## src/rtl/dp_mem_responder.sv

```systemverilog
// Purpose : serves datapath instruction fetches and data loads/stores from one single-ported RAM (cacheless build).
// Latency : 3 cycles minimum from a request seen in IDLE to its ihit/dhit pulse (IDLE -> ACC -> RESP).
// Backpr. : one access in flight; requester holds its request until the hit; RAM FREE/BUSY stalls up to MAX_WAIT.
//
// Ports:
//   CLK, nRST                     clock (rising edge), asynchronous active-low reset
//   halt                          blocks new instruction fetches (data still served)
//   imemREN/imemaddr -> ihit/imemload                     fetch request / completion
//   dmemREN/dmemWEN/dmemaddr/dmemstore -> dhit/dmemload   data request / completion
//   ramREN/ramWEN/ramaddr/ramstore, ramload/ramstate      RAM port
//   mem_err                       sticky: set on RAM ERROR or wait timeout, cleared by reset only
module dp_mem_responder #(
   parameter int unsigned MAX_WAIT = 255,
   parameter logic [31:0] ERR_WORD = 32'hBAD1BAD1
) (
   input  logic        CLK,
   input  logic        nRST,
   input  logic        halt,
   input  logic        imemREN,
   input  logic [31:0] imemaddr,
   output logic        ihit,
   output logic [31:0] imemload,
   input  logic        dmemREN,
   input  logic        dmemWEN,
   input  logic [31:0] dmemaddr,
   input  logic [31:0] dmemstore,
   output logic        dhit,
   output logic [31:0] dmemload,
   output logic        ramREN,
   output logic        ramWEN,
   output logic [31:0] ramaddr,
   output logic [31:0] ramstore,
   input  logic [31:0] ramload,
   input  logic [1:0]  ramstate,
   output logic        mem_err
);

   localparam int WW = (MAX_WAIT < 1) ? 1 : $clog2(MAX_WAIT + 1);

   localparam logic [2:0] IDLE  = 3'd0;
   localparam logic [2:0] DACC  = 3'd1;
   localparam logic [2:0] IACC  = 3'd2;
   localparam logic [2:0] DRESP = 3'd3;
   localparam logic [2:0] IRESP = 3'd4;

   localparam logic [1:0] RS_ACCESS = 2'd2;
   localparam logic [1:0] RS_ERROR  = 2'd3;

   logic [2:0]    state_q, state_d;
   logic [31:0]   addr_q, addr_d;
   logic [31:0]   store_q, store_d;
   logic          wr_q, wr_d;
   logic [WW-1:0] wait_q, wait_d;
   logic [31:0]   iload_q, iload_d;
   logic [31:0]   dload_q, dload_d;
   logic          err_q, err_d;

   logic in_acc;
   logic acc_fail;

   assign in_acc   = (state_q == DACC) || (state_q == IACC);
   // ACCESS takes precedence over a timeout landing in the same cycle.
   assign acc_fail = (ramstate == RS_ERROR) || (wait_q == WW'(MAX_WAIT));

   always_comb begin
      state_d = state_q;
      addr_d  = addr_q;
      store_d = store_q;
      wr_d    = wr_q;
      wait_d  = wait_q;
      iload_d = iload_q;
      dload_d = dload_q;
      err_d   = err_q;
      case (state_q)
         IDLE: begin
            // Data wins; a concurrent fetch is picked up on the next IDLE visit.
            if (dmemREN || dmemWEN) begin
               state_d = DACC;
               addr_d  = dmemaddr;
               store_d = dmemstore;
               wr_d    = dmemWEN;
               wait_d  = '0;
            end else if (imemREN && !halt) begin
               state_d = IACC;
               addr_d  = imemaddr;
               wr_d    = 1'b0;
               wait_d  = '0;
            end
         end
         DACC, IACC: begin
            if (ramstate == RS_ACCESS || acc_fail) begin
               if (ramstate != RS_ACCESS) begin
                  err_d = 1'b1;
               end
               if (state_q == IACC) begin
                  iload_d = (ramstate == RS_ACCESS) ? ramload : ERR_WORD;
                  state_d = IRESP;
               end else begin
                  // Stores never disturb dmemload.
                  if (!wr_q) begin
                     dload_d = (ramstate == RS_ACCESS) ? ramload : ERR_WORD;
                  end
                  state_d = DRESP;
               end
            end else begin
               wait_d = wait_q + WW'(1);
            end
         end
         DRESP, IRESP: state_d = IDLE;
         default:      state_d = IDLE;
      endcase
   end

   always_ff @(posedge CLK or negedge nRST) begin
      if (!nRST) begin
         state_q <= IDLE;
         addr_q  <= '0;
         store_q <= '0;
         wr_q    <= 1'b0;
         wait_q  <= '0;
         iload_q <= '0;
         dload_q <= '0;
         err_q   <= 1'b0;
      end else begin
         state_q <= state_d;
         addr_q  <= addr_d;
         store_q <= store_d;
         wr_q    <= wr_d;
         wait_q  <= wait_d;
         iload_q <= iload_d;
         dload_q <= dload_d;
         err_q   <= err_d;
      end
   end

   // Everything below decodes from registered state, so an async reset
   // drops the RAM enables and hits without waiting for a clock edge.
   assign ramREN   = in_acc && !(state_q == DACC && wr_q);
   assign ramWEN   = (state_q == DACC) && wr_q;
   assign ramaddr  = {addr_q[31:2], 2'b00};
   assign ramstore = store_q;
   assign ihit     = (state_q == IRESP);
   assign dhit     = (state_q == DRESP);
   assign imemload = iload_q;
   assign dmemload = dload_q;
   assign mem_err  = err_q;

endmodule
```

## config.mk

```make
export PLATFORM = sky130hd
export DESIGN_NAME = dp_mem_responder
export DESIGN_NICKNAME = d
export VERILOG_FILES = /design/src/rtl/dp_mem_responder.sv
export SDC_FILE = /design/constraint.sdc
export NUM_CORES = 1
export LEC_CHECK = 0
export ABC_CLOCK_PERIOD_IN_PS = 3500
export CORE_ASPECT_RATIO = 0.75
export CORE_UTILIZATION = 46
export DETAILED_ROUTE_END_ITERATION = 10
export HOLD_SLACK_MARGIN = 0.08
export PLACE_DENSITY = 0.88
export SYNTH_ARGS = -nofsm -noshare
export SYNTH_HDL_FRONTEND = slang
export SYNTH_SLANG_ARGS = --single-unit
```

## constraint.sdc

```tcl
create_clock -name CLK -period 3.5 [get_ports CLK]
set_input_delay 0.7 -clock CLK [delete_from_list [all_inputs] [get_ports CLK]]
set_output_delay 0.7 -clock CLK [all_outputs]
set_load 0.03 [all_outputs]
```

=== Word level (Yosys, flattened, before mapping) ===
Cells that the tools add are included.

* $add $sub $neg: 1
* $mul: 0
* Divide/modulo/power cells: 0
* $lt $le $gt $ge: 0
* Eq/ne operators: 11
* Shift-type cells: 0
* Multiplexer cells: 14
* Bitwise logic cells: 2
* Reductions and logical operators: 20

{| class="wikitable"
|+ Operator list
! operator !! count
|-
| two-way mux 32 bit || 3
|-
| two-way mux 8 bit || 3
|-
| one-hot mux 8 bit (2 select lines) || 1
|-
| two-way mux 3 bit || 4
|-
| AND reduction 3 bit || 3
|-
| adder 8 x 1 -> 8 bit (second input constant) || 1
|-
| == test 8 bit (second input constant) || 1
|-
| == test 3 x 2 -> 1 bit (second input constant) || 2
|-
| != test 2 bit (second input constant) || 3
|-
| one-hot mux 3 bit (2 select lines) || 1
|-
| AND reduction 2 bit || 3
|-
| == test 2 bit (second input constant) || 2
|-
| logical OR 1 bit || 4
|-
| AND reduction 4 bit || 1
|-
| nonzero test 2 bit || 2
|-
| == test 3 x 1 -> 1 bit (second input constant) || 1
|-
| == test 3 bit (second input constant) || 1
|-
| logical AND 1 bit || 3
|-
| zero test 3 bit || 1
|-
| != test 3 bit (second input constant) || 1
|-
| zero test 1 bit || 2
|-
| two-way mux 1 bit || 2
|-
| NOT 1 bit || 2
|-
| OR reduction 2 bit || 1
|}

* Register bits after elaboration: 141
* Latch bits: 0
* Memory bits (writable): 0
* ROM bits: 0
* Input port bits: 136
* Output and inout port bits: 133
* Logic and storage cells: 56
* Memories kept: 0

=== Logic depth before layout (Yosys ltp) ===
* Depth in word-level cells: 5
* Depth in mapped cells: 7
* Gate-level depth less buffers: 5

=== Worst setup path after synthesis ===
Ideal clock, no wire load.

* Kind: register -> output
* Start: register state_q[2]
* End: output ramWEN
* Data arrival time: 1.537 ns
* Setup slack: 1.263 ns
* Stages on the path, launching flop included: 3
* Buffers on the path: 1
* Cell sequence: dfrtp_1 -> clkbuf_1 -> nor4bb_1

* Longest elaborated chain between the ends: 2

{| class="wikitable"
|+ RTL lines
! item !! RTL line !! RTL
|-
| start: declaration || 49 || <nowiki>logic [2:0] state_q, state_d;</nowiki>
|-
| start signal: assignment || 125 || <nowiki>state_q <= state_d;</nowiki>
|-
| == test 3 x 1 -> 1 bit || 139 || <nowiki>assign ramWEN = (state_q == DACC) && wr_q;</nowiki>
|-
| logical AND 1 bit || 139 ||
|-
| end: declaration || 30 || <nowiki>output logic ramWEN,</nowiki>
|}

No other way between the ends.

=== Worst setup path after layout ===
* Start: register state_q[1]
* End: output ramREN

* Longest elaborated chain between the ends: 4

{| class="wikitable"
|+ RTL lines
! item !! RTL line !! RTL
|-
| == test 3 x 1 -> 1 bit || 61, 138 ||
|-
| logical AND 1 bit || 138 || <nowiki>assign ramREN = in_acc && !(state_q == DACC && wr_q);</nowiki>
|-
| zero test 1 bit || 138 ||
|-
| logical AND 1 bit * || 138 ||
|-
| end: declaration || 29 || <nowiki>output logic ramREN,</nowiki>
|}

Every way passes the cells marked *; elsewhere a longest branch is shown, timed or not.

==> results.toml <==
[status]
outcome = "finished clean"

[logic_synthesis]
syn_avg_cell_area_um2 = 13.3
yosys.cell_types.count = 43
post_synth_instance_area_um2 = 6090
synth_enable_flop_cells = 0
synthFlopType = "dfrtp_1"
synth.yosys.warnings = 0
ys_async_sr_fraction = 1.00
synth_seq_cells = 139
syn_inst = 457
sequential_share_of_the_synthesized_area = 0.571

[power]
combinationalPowerShare = 0.466
p_leak_nw = 4.04
p_sw_mw = 3.26
vdd.ir_drop.worst_v = 0.000515
seqPwrFrac = 0.304
p_per_area_nw_per_um2 = 905
internal_power_mw = 5.34
clockPowerShare = 0.230
switching_share = 0.379

[worst_hold_path]
holdCritPathClass = "input port to asynchronous set/reset pin"

[sta]
endpoints_failing_setup = 0
post_route_fraction_of_the_period_consumed_by_the_critical_path = 0.804
unrepaired_setup_endpoints_after_global_routing = "no"
timing.final.crit_period_ps = 2810
final.setup.tns_ps = 0
max_freq_mhz = 355
timing.final.hold_violations = 0
maxSlewHeadroom = 0.512
worst_clock_skew_ps = 6.57
tightestPinTransition_ps = 732
final_max_slew_viol_count = 0

[floorplan]
initial_core_util = 0.470
die_width_um = 135
ios = 269
die_height_um = 102
number_of_rows_in_the_core_area = 36
design.core.area_um2 = 13000
die_area_um2 = 13700

[routing]
initialDrtViolationCount = 134
detail_route.wirelength_mm = 16.0
routed-via-count = 4578
drcViolationCount = 0
drt_pre_antenna_iters = 4
wl_per_cell_um = 17.7
post_drt_via_cell_ratio = 5.07
route.antenna.remaining_nets = 0

[job]
cap_violations = 0

[grt]
globalRoute.totalOverflow = 0
grt_first_pass_wirelength_mm = 25.0
grt_util_met3 = 0.0921
antenna_found_initial = 0
global_route.usage.met2 = 0.426
first_global_vias = 4806
grt_max_degree = 80
track_usage = 0.244
grt.met1_usage = 0.274
globalRoute.busiestLayer = "met2"

[setup_path]
worstPathRequired_ps = 2800
cpMaxStageDelayCell = "clkdlybuf4s50_1"
crit_path_cell_trace = "nor2_1 > nand2_1 > a21oi_1 > clkdlybuf4s50_1"
path_class = "flip-flop to output port"
start_kind = "flip-flop"
critical_path.endpoint_type = "output port"
cp_slowest_stage_delay_ps = 700
highest_fanout_seen_on_the_critical_path = 10
crit_arrival_ps = 2110

[final_layout]
final_layout_size_suffix_gt1_frac = 0.208
fin_util = 0.733
antennaDiodeCount = 0
design.final.nets = 856
layoutNonFillerInstCount = 903
layout_overhead_on_the_synthesized_area_pct = 56.1
fin_area_um2 = 9510

[placement]
placement.cell_area_um2 = 8850
post-place-cells = 871
dp_hpwl_mm = 11.5
gp_congestion = 0.777
numPortBuffers = 262

[clock_network]
clock_sink_count = 139
cts-htree-levels = 4
post-cts-setup-buffers = 0
cts_tree = "done"
clock_latency_on_the_worst_skew_pair_ps = 410
cts_made_buffers = 17
cts_buffer_depth = 2
clk_pin_slew_ps = 60
cts.root.buffer_cell = "clkbuf_16"
postCtsHoldBufs = 0
postCtsResizedCells = 0
[per-layer routing]
metal / vias up / share of wire / wire, µm
met5: - / 0 / 0
met4: 0 / 0.021 / 337
met3: 26 / 0.081 / 1300
met2: 190 / 0.51 / 8120
met1: 2236 / 0.39 / 6250
li1: 2126 / - / -
[layout make-up]
cell class	instances	area, µm²
sequential	139	3480
fill	851	3460
timing repair buffer	272	2710
multi-input combinational	287	2440
clock buffer	19	443
clock inverter	13	215
tap	171	214
inverter	2	7.51
[kinds of logic (layout without fill, tap and decap cells)]
kind of cell / after synthesis / count (layout) / synth area share
simple gates: 102 / 102 / 0.0932
xor+xnor: 1 / 1 / 0.00144
flops: 139 / 139 / 0.571
mux: 128 / 128 / 0.248
other cells: 1 / 2 / 0.000616
compound gates: 53 / 53 / 0.0509
fa+ha+maj: 1 / 1 / 0.00205
buf+inv: 32 / 306 / 0.0325
[cells in the final DEF (no fill, tap or decap), drive strengths merged, types with 5 or more instances in the layout]
cell | Yosys | routed
mux2 | 98 | 98
clkbuf | 10 | 19
nand2 | 37 | 37
nand2b | 20 | 20
o21ai | 36 | 36
and2 | 14 | 14
buf | 20 | 11
dfrtp | 139 | 139
mux2i | 30 | 30
clkdlybuf4s50 | 0 | 261
bufinv | 0 | 5
[per-stage QoR]
step / hold slack [ps] / total power, mW / setup slack (ps)
after floorplan: 404 / 4.95 / 1260
after global placement: 441 / 6.51 / 678
after detailed placement: 450 / 6.65 / 656
after CTS: 342 / 8.69 / 650
after global routing: 369 / 9.03 / 568
final: 304 / 8.61 / 687
[worst max-delay path, delay by kind of cell, from the launching register on]
kind            cells  cell delay (ps)
flops               1              490
buf+inv             1              700
simple gates        2              350
compound gates      1              160
[state kept, by name, indices dropped and copies added (netlist names)]
name / cells
wr_q: 1
state_q: 3
wait_q: 8
mem_err: 1
imemload: 32
ramstore: 32
dmemload: 32
addr_q: 30
[final timing paths]
| kind | slack, ps | from | cells after the start | to |
|---|---|---|---|---|
| max in group asynchronous | 2360 | nRST | 2 | ramstore[6] |
| hold reg to reg | 460 | mem_err | 1 | mem_err |
| setup reg to reg | 1000 | wait_q[0] | 6 | imemload[4] |
| setup / recovery | 690 | state_q[1] | 4 | ramREN |
| min in group CLK | 460 | mem_err | 1 | mem_err |
| hold / removal | 300 | nRST | 1 | imemload[22] |
[power groups by stage]
stage,Sequential [mW],Clock [mW],Combinational [mW]
global placement,2.58,0,3.94
finish,2.62,1.98,4.01
CTS,2.62,2.02,4.04
global route,2.71,2.10,4.22
detailed placement,2.64,0,4.02
floorplan,3.71,0,1.24
[synthesized netlist by cell type, types with 2 or more instances]
cell type	number	area [µm²]
mux2_2	66	743
nor2b_1	3	18.8
o21ai_0	35	175
nand3_1	4	20.0
a211oi_1	3	22.5
inv_1	2	7.51
mux2_1	3	33.8
buf_12	3	60.1
nand2b_1	19	119
dfrtp_1	139	3480
o211ai_1	4	30.0
nor2_1	3	11.3
or3_1	4	25.0
buf_4	4	30.0
a21oi_1	2	10.0
buf_1	7	26.3
a21o_1	2	15.0
buf_2	5	25.0
nand4_1	4	25.0
clkbuf_1	10	37.5
mux2i_1	30	300
mux2_4	29	435
nand2_1	37	139
and3_2	2	15.0
nor3_1	3	15.0
and2_1	14	87.6
a31o_2	4	35.0
Power figures use the tool's default switching activity.
